File: src/rtl/bpi_flash_pkg.sv
// Shared encodings for the BPI flash command sequencer: op codes, FSM states
// and the Intel/Micron-style command bytes written to the flash.
package bpi_flash_pkg;

  typedef enum logic [1:0] {
    OP_PROGRAM = 2'd0,
    OP_ERASE   = 2'd1,
    OP_UNLOCK  = 2'd2,
    OP_RSVD    = 2'd3
  } op_t;

  typedef enum logic [3:0] {
    ST_IDLE,
    ST_WR1,
    ST_WR2,
    ST_TO_RD,
    ST_POLL_REQ,
    ST_POLL_WAIT,
    ST_TO_WR,
    ST_CLR,
    ST_ARRAY,
    ST_RESP
  } state_t;

  localparam logic [7:0] CMD_PROGRAM    = 8'h40;
  localparam logic [7:0] CMD_ERASE      = 8'h20;
  localparam logic [7:0] CMD_CONFIRM    = 8'hD0;
  localparam logic [7:0] CMD_UNLOCK     = 8'h60;
  localparam logic [7:0] CMD_CLR_STATUS = 8'h50;
  localparam logic [7:0] CMD_READ_ARRAY = 8'hFF;
  localparam logic [7:0] SR_READY       = 8'h80;

endpackage

File: src/rtl/bpi_flash_cmd_seq.sv
// Sequences program / block-erase / block-unlock commands onto a BPI flash
// controller, polls the status register, then restores read-array mode.
module bpi_flash_cmd_seq
  import bpi_flash_pkg::*;
#(
  parameter int C_MEM_WIDTH  = 16,
  parameter int C_ADDR_WIDTH = 26,
  parameter int C_POLL_LIMIT = 4194304
) (
  input  logic                    clk,
  input  logic                    rst_n,
  input  logic [1:0]              cmd_op,
  input  logic [C_ADDR_WIDTH-1:0] cmd_addr,
  input  logic [C_MEM_WIDTH-1:0]  cmd_data,
  input  logic                    cmd_valid,
  output logic                    cmd_ready,
  output logic [7:0]              rsp_status,
  output logic                    rsp_error,
  output logic                    rsp_valid,
  input  logic                    rsp_ready,
  output logic                    mode,
  output logic [C_MEM_WIDTH-1:0]  wr_tdata,
  output logic [C_ADDR_WIDTH-1:0] wr_tdest,
  output logic                    wr_tvalid,
  input  logic                    wr_tready,
  output logic [C_ADDR_WIDTH-1:0] rd_tdata,
  output logic                    rd_tvalid,
  input  logic                    rd_tready,
  input  logic [C_MEM_WIDTH-1:0]  rdata,
  input  logic                    rdata_valid,
  output logic [3:0]              dbg_state
);

  localparam int POLL_W = $clog2(C_POLL_LIMIT + 1);
  localparam logic [POLL_W-1:0] POLL_LAST = POLL_W'(C_POLL_LIMIT - 1);

  // All streams use valid/ready: a beat transfers on the rising edge where both
  // are high; valid and payload never change while valid is high and ready low.
  state_t                  state, state_n;
  op_t                     op_q;
  logic [C_ADDR_WIDTH-1:0] addr_q;
  logic [C_MEM_WIDTH-1:0]  data_q;
  logic [7:0]              status_q;
  logic                    err_q;
  logic [POLL_W-1:0]       poll_cnt;
  logic                    mode_q, mode_n;
  logic [1:0]              settle;
  logic                    run_q;
  logic                    accept, wr_fire, rd_fire, last_poll;
  logic                    unused_rdata;

  assign accept       = cmd_valid & cmd_ready;
  assign wr_fire      = wr_tvalid & wr_tready;
  assign rd_fire      = rd_tvalid & rd_tready;
  assign last_poll    = (poll_cnt == POLL_LAST);
  assign unused_rdata = ^rdata;

  always_ff @(posedge clk) begin
    if (!rst_n) state <= ST_IDLE;
    else        state <= state_n;
  end

  always_comb begin
    state_n = state;
    case (state)
      ST_IDLE:      if (accept) state_n = (op_t'(cmd_op) == OP_RSVD) ? ST_RESP : ST_WR1;
      ST_WR1:       if (wr_fire) state_n = ST_WR2;
      ST_WR2:       if (wr_fire) state_n = (op_q == OP_UNLOCK) ? ST_TO_WR : ST_TO_RD;
      ST_TO_RD:     if (settle == 2'd0) state_n = ST_POLL_REQ;
      ST_POLL_REQ:  if (rd_fire) state_n = ST_POLL_WAIT;
      ST_POLL_WAIT: if (rdata_valid) state_n = (rdata[7] || last_poll) ? ST_TO_WR : ST_POLL_REQ;
      ST_TO_WR:     if (settle == 2'd0) state_n = ST_CLR;
      ST_CLR:       if (wr_fire) state_n = ST_ARRAY;
      ST_ARRAY:     if (wr_fire) state_n = ST_RESP;
      ST_RESP:      if (rsp_ready) state_n = ST_IDLE;
      default:      state_n = ST_IDLE;
    endcase
    // Bus direction follows the state being entered; RESP keeps whatever it had.
    mode_n = mode_q;
    case (state_n)
      ST_WR1, ST_WR2, ST_TO_WR, ST_CLR, ST_ARRAY: mode_n = 1'b1;
      ST_RESP:                                    mode_n = mode_q;
      default:                                    mode_n = 1'b0;
    endcase
  end

  always_comb begin
    cmd_ready  = (state == ST_IDLE) && run_q;
    rsp_valid  = (state == ST_RESP);
    rsp_status = status_q;
    rsp_error  = err_q;
    mode       = mode_q;
    dbg_state  = state;
    wr_tvalid  = 1'b0;
    wr_tdata   = '0;
    wr_tdest   = '0;
    rd_tvalid  = 1'b0;
    rd_tdata   = '0;
    case (state)
      ST_WR1: begin
        wr_tvalid = (settle == 2'd0);
        wr_tdest  = addr_q;
        case (op_q)
          OP_ERASE:  wr_tdata = C_MEM_WIDTH'(CMD_ERASE);
          OP_UNLOCK: wr_tdata = C_MEM_WIDTH'(CMD_UNLOCK);
          default:   wr_tdata = C_MEM_WIDTH'(CMD_PROGRAM);
        endcase
      end
      ST_WR2: begin
        wr_tvalid = (settle == 2'd0);
        wr_tdest  = addr_q;
        wr_tdata  = (op_q == OP_PROGRAM) ? data_q : C_MEM_WIDTH'(CMD_CONFIRM);
      end
      ST_CLR: begin
        wr_tvalid = (settle == 2'd0);
        wr_tdest  = addr_q;
        wr_tdata  = C_MEM_WIDTH'(CMD_CLR_STATUS);
      end
      ST_ARRAY: begin
        wr_tvalid = (settle == 2'd0);
        wr_tdest  = addr_q;
        wr_tdata  = C_MEM_WIDTH'(CMD_READ_ARRAY);
      end
      ST_POLL_REQ: begin
        rd_tvalid = (settle == 2'd0);
        rd_tdata  = addr_q;
      end
      default: ;
    endcase
  end

  // settle: 2 idle cycles after a bus turnaround, 1 idle cycle after each write beat.
  always_ff @(posedge clk) begin
    if (!rst_n) begin
      op_q     <= OP_PROGRAM;
      addr_q   <= '0;
      data_q   <= '0;
      status_q <= '0;
      err_q    <= 1'b0;
      poll_cnt <= '0;
      mode_q   <= 1'b0;
      settle   <= 2'd0;
      run_q    <= 1'b0;
    end else begin
      run_q  <= 1'b1;
      mode_q <= mode_n;
      if (mode_n != mode_q)   settle <= 2'd2;
      else if (wr_fire)       settle <= 2'd1;
      else if (settle != 2'd0) settle <= settle - 2'd1;
      if (accept) begin
        op_q     <= op_t'(cmd_op);
        addr_q   <= cmd_addr;
        data_q   <= cmd_data;
        status_q <= '0;
        err_q    <= (op_t'(cmd_op) == OP_RSVD);
        poll_cnt <= '0;
      end
      if (state == ST_WR2 && wr_fire && op_q == OP_UNLOCK) begin
        status_q <= SR_READY;
        err_q    <= 1'b0;
      end
      if (state == ST_POLL_WAIT && rdata_valid) begin
        status_q <= rdata[7:0];
        poll_cnt <= poll_cnt + POLL_W'(1);
        if (rdata[7])       err_q <= |rdata[5:1];
        else if (last_poll) err_q <= 1'b1;
      end
    end
  end

endmodule

File: config.mk
export PLATFORM = sky130hd
export DESIGN_NAME = bpi_flash_cmd_seq
export DESIGN_NICKNAME = d
export VERILOG_FILES = /design/src/rtl/bpi_flash_pkg.sv /design/src/rtl/bpi_flash_cmd_seq.sv
export SDC_FILE = /design/constraint.sdc
export NUM_CORES = 1
export LEC_CHECK = 0
export ABC_AREA = 1
export CORE_MARGIN = 5
export CORE_UTILIZATION = 48
export DETAILED_ROUTE_END_ITERATION = 16
export GPL_TIMING_DRIVEN = 0
export PLACE_DENSITY = 0.91
export SYNTH_ARGS = -nofsm -noshare
export SYNTH_HDL_FRONTEND = slang
export SYNTH_SLANG_ARGS = --single-unit
File: constraint.sdc
create_clock -name clk -period 5.2 [get_ports clk]
set_input_delay 1.04 -clock clk [delete_from_list [all_inputs] [get_ports clk]]
set_output_delay 1.04 -clock clk [all_outputs]
set_load 0.03 [all_outputs]
== Word-level counts from Yosys, hierarchy flattened ==
Cells that the tools add are included.

* Add/subtract/negate cells: 2
* Multipliers: 0
* Div/mod/pow operators: 0
* $lt $le $gt $ge: 0
* Equality and inequality tests: 20
* Shift operators: 0
* Mux-type cells: 36
* Bitwise gates (word level): 4
* Reductions and logical operators: 17

{| class="wikitable"
|+ Operator list
! cell !! number
|-
| $pmux 16 s4 || 1
|-
| $mux 26 || 2
|-
| $mux 23 || 2
|-
| $mux 4 || 11
|-
| $pmux 4 s10 || 1
|-
| $eq 4x3->1 const B || 6
|-
| $mux 8 || 3
|-
| $add 23x1->23 const B || 1
|-
| $eq 23x22->1 const B || 1
|-
| $eq 4x4->1 const B || 4
|-
| $mux 16 || 1
|-
| $pmux 7 s2 || 1
|-
| $eq 4x2->1 const B || 3
|-
| $reduce_or 5->1 || 2
|-
| $eq 4x1->1 const B || 2
|-
| $mux 1 || 8
|-
| $mux 2 || 4
|-
| $reduce_bool 2->1 || 3
|-
| $reduce_bool 3->1 || 2
|-
| $eq 2x2->1 const B || 2
|-
| $logic_and 1x1->1 || 4
|-
| $logic_not 2->1 || 2
|-
| $logic_not 4->1 || 1
|-
| $reduce_or 4->1 || 1
|-
| 9 further kinds || 11
|}

* Register bits after elaboration: 84
* Bits in latches: 0
* Bits in writable memories: 0
* Memory bits (read-only): 0
* Bits of input ports: 67
* Output and inout port bits: 86
* Word-level logic and storage cells: 90
* Memories kept: 0

== Logic depth before layout (Yosys ltp) ==
Gate-level depths: netlist (run 1).

* Depth in word-level cells: 11
* Depth in mapped cells: 18

== Least setup slack after synthesis (run 1) ==
OpenSTA, ideal clock, no wires.

* Path kind: register to output
* Start point: register state[1] (netlist: dbg_state[1])
* End point: output wr_tdata[7]
* Arrival time: 1,846 ps
* Data required time: 4,160 ps
* Slack: 2,314 ps
* Cell stages (with the launch flop): 6
* Path buffers: 1
* Cells stage by stage: dfxtp_1 > inv_2 > nor2_1 > nand2_1 > clkbuf_1 > o21ai_0

* Cells in the longest elaborated chain, start to end: 2

{| class="wikitable"
|+ Ends and longest elaborated chain
! what !! line !! source
|-
| from (decl) || bpi_flash_cmd_seq.sv:39 || <nowiki>state_t state, state_n;</nowiki>
|-
| from (signal assigned) || bpi_flash_cmd_seq.sv:60 || <nowiki>else state <= state_n;</nowiki>
|-
| $eq 4x4->1, or another cell as far along || bpi_flash_cmd_seq.sv:99 || <nowiki>case (state)</nowiki>
|-
| $pmux 16 s4 * || bpi_flash_cmd_seq.sv:99 ||
|-
| to (decl) || bpi_flash_cmd_seq.sv:22 || <nowiki>output logic [C_MEM_WIDTH-1:0] wr_tdata,</nowiki>
|}

Mark *: on every way between the ends. The rest lies on a longest branch, timed or not.

== Final worst setup path (run 1) ==
* Start point: register state[1] (netlist: dbg_state[1])
* End point: output wr_tdest[7]

* Cells in the longest elaborated chain, start to end: 3

{| class="wikitable"
|+ Ends and longest elaborated chain
! what !! line !! source
|-
| $eq 4x2->1, or another cell as far along || bpi_flash_cmd_seq.sv:99 ||
|-
| $reduce_or 4->1 (no line) * || -- ||
|-
| $mux 26 * || bpi_flash_cmd_seq.sv:99 ||
|-
| to (decl) || bpi_flash_cmd_seq.sv:23 || <nowiki>output logic [C_ADDR_WIDTH-1:0] wr_tdest,</nowiki>
|}

Marks and branches as above.

==> results.tsv, run 1 <==
stage	metric	value	unit
layout	Inserted Diodes	0	
critical_path	peak per-stage delay on the critical path	0.62	ns
yosys	post-synthesis cell count	614	
placed_design	detailed placer's ending HPWL	10400	µm
critical_path	r2r worst-path depth	13	
clocking	later-pin clock latency in the skew report	0.36	ns
yosys	top-area cell type share of the netlist area	40.8	%
timing	TNS Setup	0	ns
critical_path	r2r endpoint	poll_cnt[19]	
power_and_ir_drop	PD cells	254	nW/µm²
yosys	Synth async-reset ratio	0	%
yosys	Synth area leaders	dfxtp_1 41%, nor2_1 12%, nand2_1 10%, o21ai_0 7.2%, a21oi_1 6.8%	
critical_path	crit path cell chain	nor2_1, nand3_1, nand2_1, nor2_1, clkbuf_1, nor2_1, clkdlybuf4s50_1	
layout	Layout Nets	841	
yosys	EDFF count, synth	0	
clocking	H-tree Lvls	3	
timing	Fin Hold WS	0.466	ns
critical_path	Setup crit end kind	output pin	
die	die height	103	µm
yosys	Syn Area/Cell	6.71	µm²
drt	via count	4698	
clocking	Post-CTS Setup Repair Bufs	0	
yosys	Most used DFF post-synth	dfxtp_1	
yosys	Mapped Area	4120	µm²
critical_path	crit path kind	register to output pin	
die	Ports	153	
placed_design	routability cong.	0.910	
layout	Area Growth Syn to Fin	42.8	%
hold_path	Hold Startpoint	rsp_status[5]	
layout	most frequent cells in the layout	144 x clkdlybuf4s50_1, 134 x nor2_1, 110 x nand2_1	
timing	unrepaired setup endpoints after global routing	no	
global_route	number of antenna violations at the first check in global routing	0	
timing	fin crit period	4.09	ns
critical_path	R2R Path Start	poll_cnt[0]	
placed_design	input/output buffers	144	
layout	Finished Cell Area	5880	µm²
hold_path	worst hold stages	2	
placed_design	placed cell area	5690	µm²
layout	Sequential Area	1680	µm²
global_route	Total Routing Usage GR	24.8	%
timing	endpoints failing setup	0	
clocking	post_cts resized	0	
die	Die Area	10500	µm²
drt	ANT nets after route	0	
global_route	Overflow after GRT	0	
global_route	first-pass GRT wire length	20800	µm
layout	layout cell share with drive strength beyond 1	6.07	%
timing	Peak Freq	0.244	GHz
power_and_ir_drop	Max VDD drop	145	µV
layout	most common cell after layout, fill and taps aside	clkdlybuf4s50_1	
yosys	synthesis-stage register bit count	84	
timing	Final Hold Vio Count	0	
layout	Multi-input gate area	2080	µm²
timing	period utilisation layout	78.7	%
timing	pins over their slew limit	0	
yosys	yosys warns	0	
die	Starting Density	49.6	%
clocking	clk root buf	clkbuf_8	
clocking	clk sinks	84	
critical_path	slowest cell on the critical path	clkdlybuf4s50_1	
clocking	number of CTS-inserted buffers	9	
critical_path	peak fanout along the critical path	10	
hold_path	HP Class	register to register	
clocking	CTS tree	built	
hold_path	hold path endpoint	rsp_status[5]	
timing	headroom to the max-slew limit	49.1	%
critical_path	worst path required time	4.16	ns
critical_path	Arr. time, crit path	3.05	ns
layout	Filler Cell Count	673	
drt	WL/cell	15.1	µm
critical_path	crit path launch type	register	
yosys	Cell variety after synth	39	
power_and_ir_drop	Pleak	2.23	nW
die	# rows	33	
clocking	Reg clk slew, reported paths	0.09	ns
clocking	Clock Path Buffers	2	
yosys	area leader, netlist	dfxtp_1	
global_route	pin count of the biggest net entering global routing	17	
run	maxcap violations	0	
drt	total iterations of the first detailed-routing run	5	
die	Die X	103	µm
die	CORE AREA	8300	µm²
status	status	completed	
drt	WL final	13300	µm
yosys	Syn Nets	686	
drt	drt drc	0	
global_route	number of global-route vias before repair	4562	
drt	Vias/cell	5.34	
timing	worst slew pin tran	0.760	ns
timing	Final Skew	0.0119	ns
critical_path	Crit path top cell by count	nor2_1	
critical_path	R2R Setup Slk	2.99	ns
clocking	hold_buf cts	0	
drt	Iteration-0 DRC Markers	228	
yosys	Seq/Total Area, Yosys	40.8	%
sequential cells by signal, indices dropped and copies added (netlist names):
signal / count
op_q: 2
rsp_status: 8
rsp_error: 1
poll_cnt: 23
run_q: 1
settle: 2
mode: 1
addr_q: 26
dbg_state: 4
data_q: 16
where the power goes:
part	switching, W	internal [W]	total (W)
Clock	0.000263	0.000197	0.000460
Combinational	0.000200	0.000132	0.000332
Sequential	0.0000199	0.000682	0.000702
per-layer routing:
| metal | vias up | routed length [µm] | GRT usage, % |
|---|---|---|---|
| met5 | - | 0 | 0 |
| met4 | 0 | 383 | 10.6 |
| met3 | 31 | 894 | 3.45 |
| met2 | 185 | 6750 | 45.1 |
| met1 | 2196 | 5280 | 29.1 |
| li1 | 2286 | - | - |
metrics by stage:
step           setup WS [ns]  util, %  instances  power, W
2_1_floorplan           2.31        -        614  0.000912
3_3_place_gp            1.65     68.6        863   0.00103
3_5_place_dp            1.54     68.6        863   0.00105
4_1_cts                 1.15     70.9        879   0.00149
5_1_grt                0.870     70.9        879   0.00156
6_report                1.11     70.9        879   0.00149
worst max-delay path, delay by kind of cell (launching register included):
family                 cells  cell delay (ns)
buffers and inverters      2             1.08
AND/OR/NAND/NOR            5             1.12
flip-flops                 1             0.50
cell usage after synthesis (all sizes together), types with 2 or more instances:
| cell type | count |
|---|---|
| a211oi | 3 |
| a21oi | 56 |
| buf | 6 |
| clkbuf | 20 |
| dfxtp | 84 |
| ha | 5 |
| inv | 66 |
| nand2 | 115 |
| nand3 | 21 |
| nand4 | 6 |
| nor2 | 145 |
| nor3 | 7 |
| o211a | 2 |
| o211ai | 4 |
| o21ai | 60 |
cell families (layout without fill, tap and decap cells):
kind of cell               Yosys count  in the layout  synth area share (%)
and+or+nand+nor                    297            297                  31.1
AOI/OAI and AO/OA                  134            134                  17.7
buffers and inverters               93            253                  8.63
DFF                                 84             84                  40.8
adders and majority gates            5              5                  1.52
xor gates and xnor gates             1              1                 0.213
how the worst max path moves through the flow:
stage	slack (ns)	startpoint	to
after CTS	1.15	dbg_state[1]	wr_tdest[5]
after global placement	1.65	dbg_state[1]	wr_tdest[6]
after global routing	0.87	dbg_state[1]	wr_tdest[5]
final	1.11	dbg_state[1]	wr_tdest[7]
after floorplan	2.31	dbg_state[1]	wr_tdata[7]
after detailed placement	1.54	dbg_state[1]	wr_tdest[5]
final cells by class:
cell class / instances / area share [%]
buffer: 26 / 1.72
clock buffer: 10 / 2.34
clock inverter: 6 / 0.915
inverter: 67 / 4.32
multi-input combinational: 437 / 35.4
sequential: 84 / 28.6
tap: 105 / 2.23
timing repair buffer: 144 / 24.5
Power figures use the tool's default switching activity.
==> run 2, diff against run 1 <==
--- a/config.mk
+++ b/config.mk
@@ -7,10 +7,10 @@
 export LEC_CHECK = 0
 export ABC_AREA = 1
 export CORE_MARGIN = 5
-export CORE_UTILIZATION = 48
+export CORE_UTILIZATION = 45
 export DETAILED_ROUTE_END_ITERATION = 16
 export GPL_TIMING_DRIVEN = 0
-export PLACE_DENSITY = 0.91
+export PLACE_DENSITY = 0.86
 export SYNTH_ARGS = -nofsm -noshare
 export SYNTH_HDL_FRONTEND = slang
 export SYNTH_SLANG_ARGS = --single-unit
==> constraint.sdc (replaced) <==
create_clock -name clk -period 3.9 [get_ports clk]
set_input_delay 0.78 -clock clk [delete_from_list [all_inputs] [get_ports clk]]
set_output_delay 0.78 -clock clk [all_outputs]
set_load 0.03 [all_outputs]
==> run 2 against run 1 <==
  * Final cell count rose by 0.68%
  * Register-to-register slack got worse by 1.3 ns
  * Critical path depth did not move
  * Non-clock buffer count did not move
  * Clock-buffer cell count did not move
  * First-iteration DRC count fell by 9.6%
  * Routed wire length fell by 4.0%
  * Largest cell class unchanged
==> results.tsv, run 2 (synthesized netlist as in run 1, its figures left out) <==
stage	metric	value	unit	change
critical_path	Setup crit end kind	output pin		
timing	endpoints failing setup	0		unchanged
die	Starting Density	45.4	%	-4.2 points
hold_path	Hold Startpoint	rsp_status[3]		
die	CORE AREA	9060	µm²	+9.2%
timing	fin crit period	3.59	ns	
layout	Filler Cell Count	788		+17%
run	maxcap violations	0		unchanged
drt	Iteration-0 DRC Markers	206		-9.6%
drt	WL final	12800	µm	-4.0%
critical_path	r2r worst-path depth	9		-4
placed_design	input/output buffers	144		unchanged
layout	most frequent cells in the layout	144 x clkdlybuf4s50_1, 133 x nor2_1, 110 x nand2_1		
timing	unrepaired setup endpoints after global routing	no		
die	die height	106	µm	+3.0%
layout	Biggest register	addr_q		
critical_path	Arr. time, crit path	2.81	ns	-0.24 ns
global_route	Total Routing Usage GR	22.8	%	-2.0 points
critical_path	crit path kind	register to output pin		
power_and_ir_drop	Pleak	2.23	nW	about the same
layout	Layout Nets	841		unchanged
placed_design	routability cong.	0.946		+3.9%
clocking	later-pin clock latency in the skew report	0.35	ns	about the same
clocking	clk root buf	clkbuf_8		
die	Die X	106	µm	+3.0%
critical_path	crit path launch type	register		
clocking	clk sinks	84		unchanged
layout	most common cell after layout, fill and taps aside	clkdlybuf4s50_1		
global_route	Overflow after GRT	0		unchanged
global_route	first-pass GRT wire length	20900	µm	+0.33%
critical_path	R2R Setup Slk	1.70	ns	-1.29 ns
die	Die Area	11200	µm²	+6.0%
timing	pins over their slew limit	0		unchanged
drt	via count	4599		-2.1%
global_route	number of antenna violations at the first check in global routing	0		unchanged
global_route	pin count of the biggest net entering global routing	16		-1
status	status	completed		
clocking	Reg clk slew, reported paths	0.09	ns	about the same
critical_path	worst path required time	3.12	ns	-1.04 ns
die	Ports	153		unchanged
timing	headroom to the max-slew limit	64.0	%	+15 points
critical_path	r2r endpoint	data_q[11]		
clocking	Clock Path Buffers	2		unchanged
layout	Regs by FF count	addr_q x26, poll_cnt x23, data_q x16		
drt	drt drc	0		unchanged
hold_path	HP Class	register to register		
timing	period utilisation layout	92.0	%	
layout	max reg flops	26		unchanged
drt	Vias/cell	5.20		-2.8%
layout	Area Growth Syn to Fin	43.3	%	
placed_design	detailed placer's ending HPWL	9950	µm	-4.6%
layout	fin util	65.1	%	-5.8 points
timing	Fin Hold WS	0.462	ns	-0.00363 ns
hold_path	hold path endpoint	rsp_status[3]		
power_and_ir_drop	Max VDD drop	192	µV	+32%
drt	total iterations of the first detailed-routing run	5		unchanged
clocking	number of CTS-inserted buffers	9		unchanged
timing	Peak Freq	0.279	GHz	
drt	ANT nets after route	0		unchanged
clocking	hold_buf cts	0		unchanged
critical_path	peak fanout along the critical path	10		unchanged
hold_path	worst hold stages	2		unchanged
drt	WL/cell	14.4	µm	-4.7%
critical_path	R2R Path Start	dbg_state[3]		
timing	Final Skew	0.00819	ns	-0.00367 ns
clocking	CTS tree	built		
global_route	number of global-route vias before repair	4401		-3.5%
timing	Final Hold Vio Count	0		unchanged
timing	worst slew pin tran	0.540	ns	-0.220 ns
layout	layout cell share with drive strength beyond 1	6.07	%	unchanged
die	# rows	35		+6.1%
clocking	H-tree Lvls	3		unchanged
power_and_ir_drop	PD cells	341	nW/µm²	+34%
timing	TNS Setup	0	ns	unchanged
layout	Inserted Diodes	0		unchanged
[run 2: worst max path at each step]
stage                 start     endpoint  cells past startpoint
5_1_grt        dbg_state[0]  wr_tdest[6]                      7
3_3_place_gp   dbg_state[1]  wr_tdest[8]                      7
2_1_floorplan  dbg_state[1]  wr_tdata[7]                      5
6_report       dbg_state[1]  wr_tdest[6]                      7
4_1_cts        dbg_state[1]  wr_tdest[6]                      7
3_5_place_dp   dbg_state[0]  wr_tdest[6]                      7
[run 2: layout make-up]
type / instances / area, µm² / share of cell area (%)
Buffer: 26 / 101 / 1.72
Clock buffer: 10 / 128 / 2.16
Inverter: 67 / 254 / 4.30
Clock inverter: 6 / 71.3 / 1.21
Multi-Input combinational cell: 437 / 2080 / 35.3
Timing Repair Buffer: 144 / 1440 / 24.4
Sequential cell: 84 / 1680 / 28.5
Tap cell: 111 / 139 / 2.35
[run 2: repair_timing]
item | 4_1_cts | 5_1_grt
hold endpoints to repair | 0 | 0
setup endpoints to repair | 0 | 10
resized for setup | 0 | 1
buffers inserted | 0 | 0
[run 2: metrics by stage]
stage | power [W] | std cells | setup WS (ns) | area [µm²]
after global placement | 0.00138 | 869 | 0.566 | 5700
after floorplan | 0.00122 | 614 | 1.27 | 4120
after global routing | 0.00211 | 885 | 0.0918 | 5900
after detailed placement | 0.00139 | 869 | 0.529 | 5700
after CTS | 0.00202 | 885 | 0.140 | 5900
final | 0.00201 | 885 | 0.310 | 5900
[run 2: metal layers]
| metal | part of all wire (%) | global-route usage [%] |
|---|---|---|
| met1 | 43 | 28.1 |
| met2 | 49 | 39.4 |
| met3 | 6.0 | 5.08 |
| met4 | 2.1 | 7.49 |
| met5 | 0 | 0 |
[run 2: critical path: stages, from the launching register on]
cell,delay [ns]
dfxtp_1,0.50
nor2_1,0.07
nand3_1,0.26
nand2_1,0.11
nor2_2,0.36
clkbuf_1,0.42
nor2_1,0.11
clkdlybuf4s50_1,0.62
[run 2: power by group]
part	internal, W	total, W	switching, W
Clock	0.000302	0.000635	0.000333
Sequential	0.000910	0.000935	0.0000250
Combinational	0.000176	0.000440	0.000264
==> run 3, diff against run 2 <==
--- a/config.mk
+++ b/config.mk
@@ -7,10 +7,10 @@
 export LEC_CHECK = 0
 export ABC_AREA = 1
 export CORE_MARGIN = 5
-export CORE_UTILIZATION = 45
+export CORE_UTILIZATION = 32
 export DETAILED_ROUTE_END_ITERATION = 16
 export GPL_TIMING_DRIVEN = 0
-export PLACE_DENSITY = 0.86
+export PLACE_DENSITY = 0.66
 export SYNTH_ARGS = -nofsm -noshare
 export SYNTH_HDL_FRONTEND = slang
 export SYNTH_SLANG_ARGS = --single-unit
==> run 3 against run 2 <==
  * Setup slack worse by 0.070 ns
  * Flip-flop and latch count is the same
  * Largest power group is now clock
  * Utilization fell by 17 points
  * First-iteration DRC count is 36% higher
  * Final cell count grew 6.9%
  * Non-clock buffer count unchanged
  * Routed wire length increased by 4.0%
  * Fmax shrank 1.9%
==> results.tsv, run 3 (synthesized netlist as in run 1, its figures left out) <==
stage	metric	value	unit	change
run	maxcap violations	0		unchanged
clocking	Clock Path Buffers	2		unchanged
placed_design	routability cong.	0.867		-8.4%
power_and_ir_drop	Max VDD drop	221	µV	+15%
drt	WL final	13300	µm	+4.0%
power_and_ir_drop	clock power share	40.9	%	+9.3 points
timing	Final Hold Vio Count	0		unchanged
drt	via count	4474		-2.7%
drt	total iterations of the first detailed-routing run	5		unchanged
global_route	Total Routing Usage GR	17.4	%	-5.5 points
timing	Fin Hold WS	0.468	ns	+0.00556 ns
timing	pins over their slew limit	0		unchanged
power_and_ir_drop	Pleak	2.30	nW	+3.0%
timing	fin crit period	3.66	ns	+0.0698 ns
layout	most frequent cells in the layout	144 x clkdlybuf4s50_1, 133 x nor2_1, 110 x nand2_1		
clocking	hold_buf cts	0		unchanged
timing	unrepaired setup endpoints after global routing	no		
timing	headroom to the max-slew limit	62.0	%	-2.0 points
timing	TNS Setup	0	ns	unchanged
clocking	Reg clk slew, reported paths	0.07	ns	-0.02 ns
critical_path	crit path launch type	register		
critical_path	peak fanout along the critical path	10		unchanged
layout	Biggest register	addr_q		
hold_path	hold path endpoint	rsp_status[7]		
timing	worst slew pin tran	0.568	ns	+0.0282 ns
critical_path	R2R Setup Slk	1.75	ns	+0.05 ns
timing	setup ws final	0.241	ns	-0.0698 ns
hold_path	worst hold stages	2		unchanged
critical_path	r2r endpoint	settle[1]		
layout	Regs by FF count	addr_q x26, poll_cnt x23, data_q x16		
layout	Filler Cell Count	1287		+63%
clocking	CTS tree	built		
timing	Final Skew	0.00626	ns	-0.00193 ns
clocking	number of CTS-inserted buffers	9		unchanged
global_route	pin count of the biggest net entering global routing	16		unchanged
power_and_ir_drop	Logic pwr share	18.9	%	-3.0 points
timing	Peak Freq	0.273	GHz	-1.9%
critical_path	R2R Path Start	dbg_state[0]		
layout	max reg flops	26		unchanged
placed_design	detailed placer's ending HPWL	10400	µm	+4.2%
critical_path	crit path kind	register to output pin		
die	die height	123	µm	+17%
clocking	later-pin clock latency in the skew report	0.34	ns	about the same
power_and_ir_drop	Sequential Power Share	40.2	%	-6.3 points
clocking	H-tree Lvls	3		unchanged
die	Die Area	15200	µm²	+36%
drt	drt drc	0		unchanged
die	Starting Density	32.6	%	-13 points
timing	period utilisation layout	93.8	%	+1.8 points
hold_path	HP Class	register to register		
critical_path	Arr. time, crit path	2.88	ns	+0.07 ns
clocking	clk sinks	84		unchanged
placed_design	Place WS	0.364	ns	-0.165 ns
drt	WL/cell	14.0	µm	-2.7%
clocking	clk root buf	clkbuf_16		
global_route	number of global-route vias before repair	4272		-2.9%
die	# rows	41		+17%
global_route	Overflow after GRT	0		unchanged
die	CORE AREA	12600	µm²	+39%
power_and_ir_drop	Sw Ratio	28.0	%	-2.9 points
layout	most common cell after layout, fill and taps aside	clkdlybuf4s50_1		
layout	Inserted Diodes	0		unchanged
power_and_ir_drop	PD cells	380	nW/µm²	+12%
drt	Vias/cell	4.73		-9.0%
global_route	first-pass GRT wire length	21200	µm	+1.6%
timing	endpoints failing setup	0		unchanged
critical_path	r2r worst-path depth	16		+7
drt	ANT nets after route	0		unchanged
layout	layout cell share with drive strength beyond 1	6.20	%	+0.13 points
hold_path	Hold Startpoint	rsp_status[7]		
global_route	number of antenna violations at the first check in global routing	0		unchanged
power_and_ir_drop	P_sw	0.000652	W	+4.9%
die	Die X	123	µm	+17%
layout	Layout Nets	841		unchanged
placed_design	input/output buffers	144		unchanged
status	status	completed		
critical_path	worst path required time	3.12	ns	about the same
layout	Area Growth Syn to Fin	48.4	%	
drt	Iteration-0 DRC Markers	281		+36%
critical_path	Setup crit end kind	output pin		
power_and_ir_drop	Pint	0.00167	W	+20%
die	Ports	153		unchanged
-- run 3: cell types whose count changed in the layout (fill, tap and decap cells not counted) --
cell / delta
clkbuf_16: +9
clkbuf_8: -8
bufinv_16: +1
clkbuf_1: -1
clkinv_4: -1
clkinvlp_4: -1
inv_6: +1
-- run 3: worst max-delay path, cell delays in order (launching register included) --
cell and delay (ns):
dfxtp_1 0.49, nor2_1 0.08, nand3_1 0.26, nand2_1 0.11, nor2_2 0.45, clkbuf_1 0.44
nor2_1 0.09, clkdlybuf4s50_1 0.62
-- run 3: metrics by stage --
step | power (W) | std cells | area, µm² | util, %
floorplan | 0.00122 | 614 | 4120 | -
global placement | 0.00139 | 930 | 5780 | 45.8
detailed placement | 0.00139 | 930 | 5780 | 45.8
CTS | 0.00234 | 946 | 6110 | 48.4
global route | 0.00243 | 946 | 6110 | 48.4
finish | 0.00232 | 946 | 6110 | 48.4
-- run 3: final cells by class --
type,instances,area [µm²],area share (%)
Buffer,26,101,1.66
Timing Repair Buffer,144,1440,23.6
Sequential cell,84,1680,27.5
Tap cell,172,215,3.52
Multi-Input combinational cell,437,2080,34.1
Clock buffer,10,239,3.91
Clock inverter,6,93.8,1.54
Inverter,67,254,4.16
-- run 3: worst max path at each step --
stage               depth (start not counted)           end  slack, ns    startpoint
floorplan                                   5   wr_tdata[7]       1.27  dbg_state[1]
global placement                            7   wr_tdest[6]       0.40  dbg_state[0]
detailed placement                          7  wr_tdest[14]       0.36  dbg_state[0]
CTS                                         7  wr_tdest[14]      0.002  dbg_state[0]
global route                                7   wr_tdest[8]       0.04  dbg_state[0]
finish                                      7  wr_tdest[14]       0.24  dbg_state[0]
-- run 3: power groups by stage --
stage / combinational, W / clock [W] / sequential, W
2_1_floorplan: 0.000259 / 0 / 0.000957
3_3_place_gp: 0.000433 / 0 / 0.000952
3_5_place_dp: 0.000440 / 0 / 0.000953
4_1_cts: 0.000442 / 0.000968 / 0.000934
5_1_grt: 0.000490 / 0.000999 / 0.000940
6_report: 0.000439 / 0.000951 / 0.000934
-- run 3: layer usage --
metal	vias up	GRT usage (%)	part of all wire [%]
li1	2287	-	-
met1	2038	22.5	44
met2	134	30.1	49
met3	15	2.52	5.3
met4	0	4.78	1.4
met5	-	0	0
-- run 3: what timing repair did --
item	CTS	global route
gates resized for setup	0	1
setup endpoints to repair	0	20
setup buffers	0	0
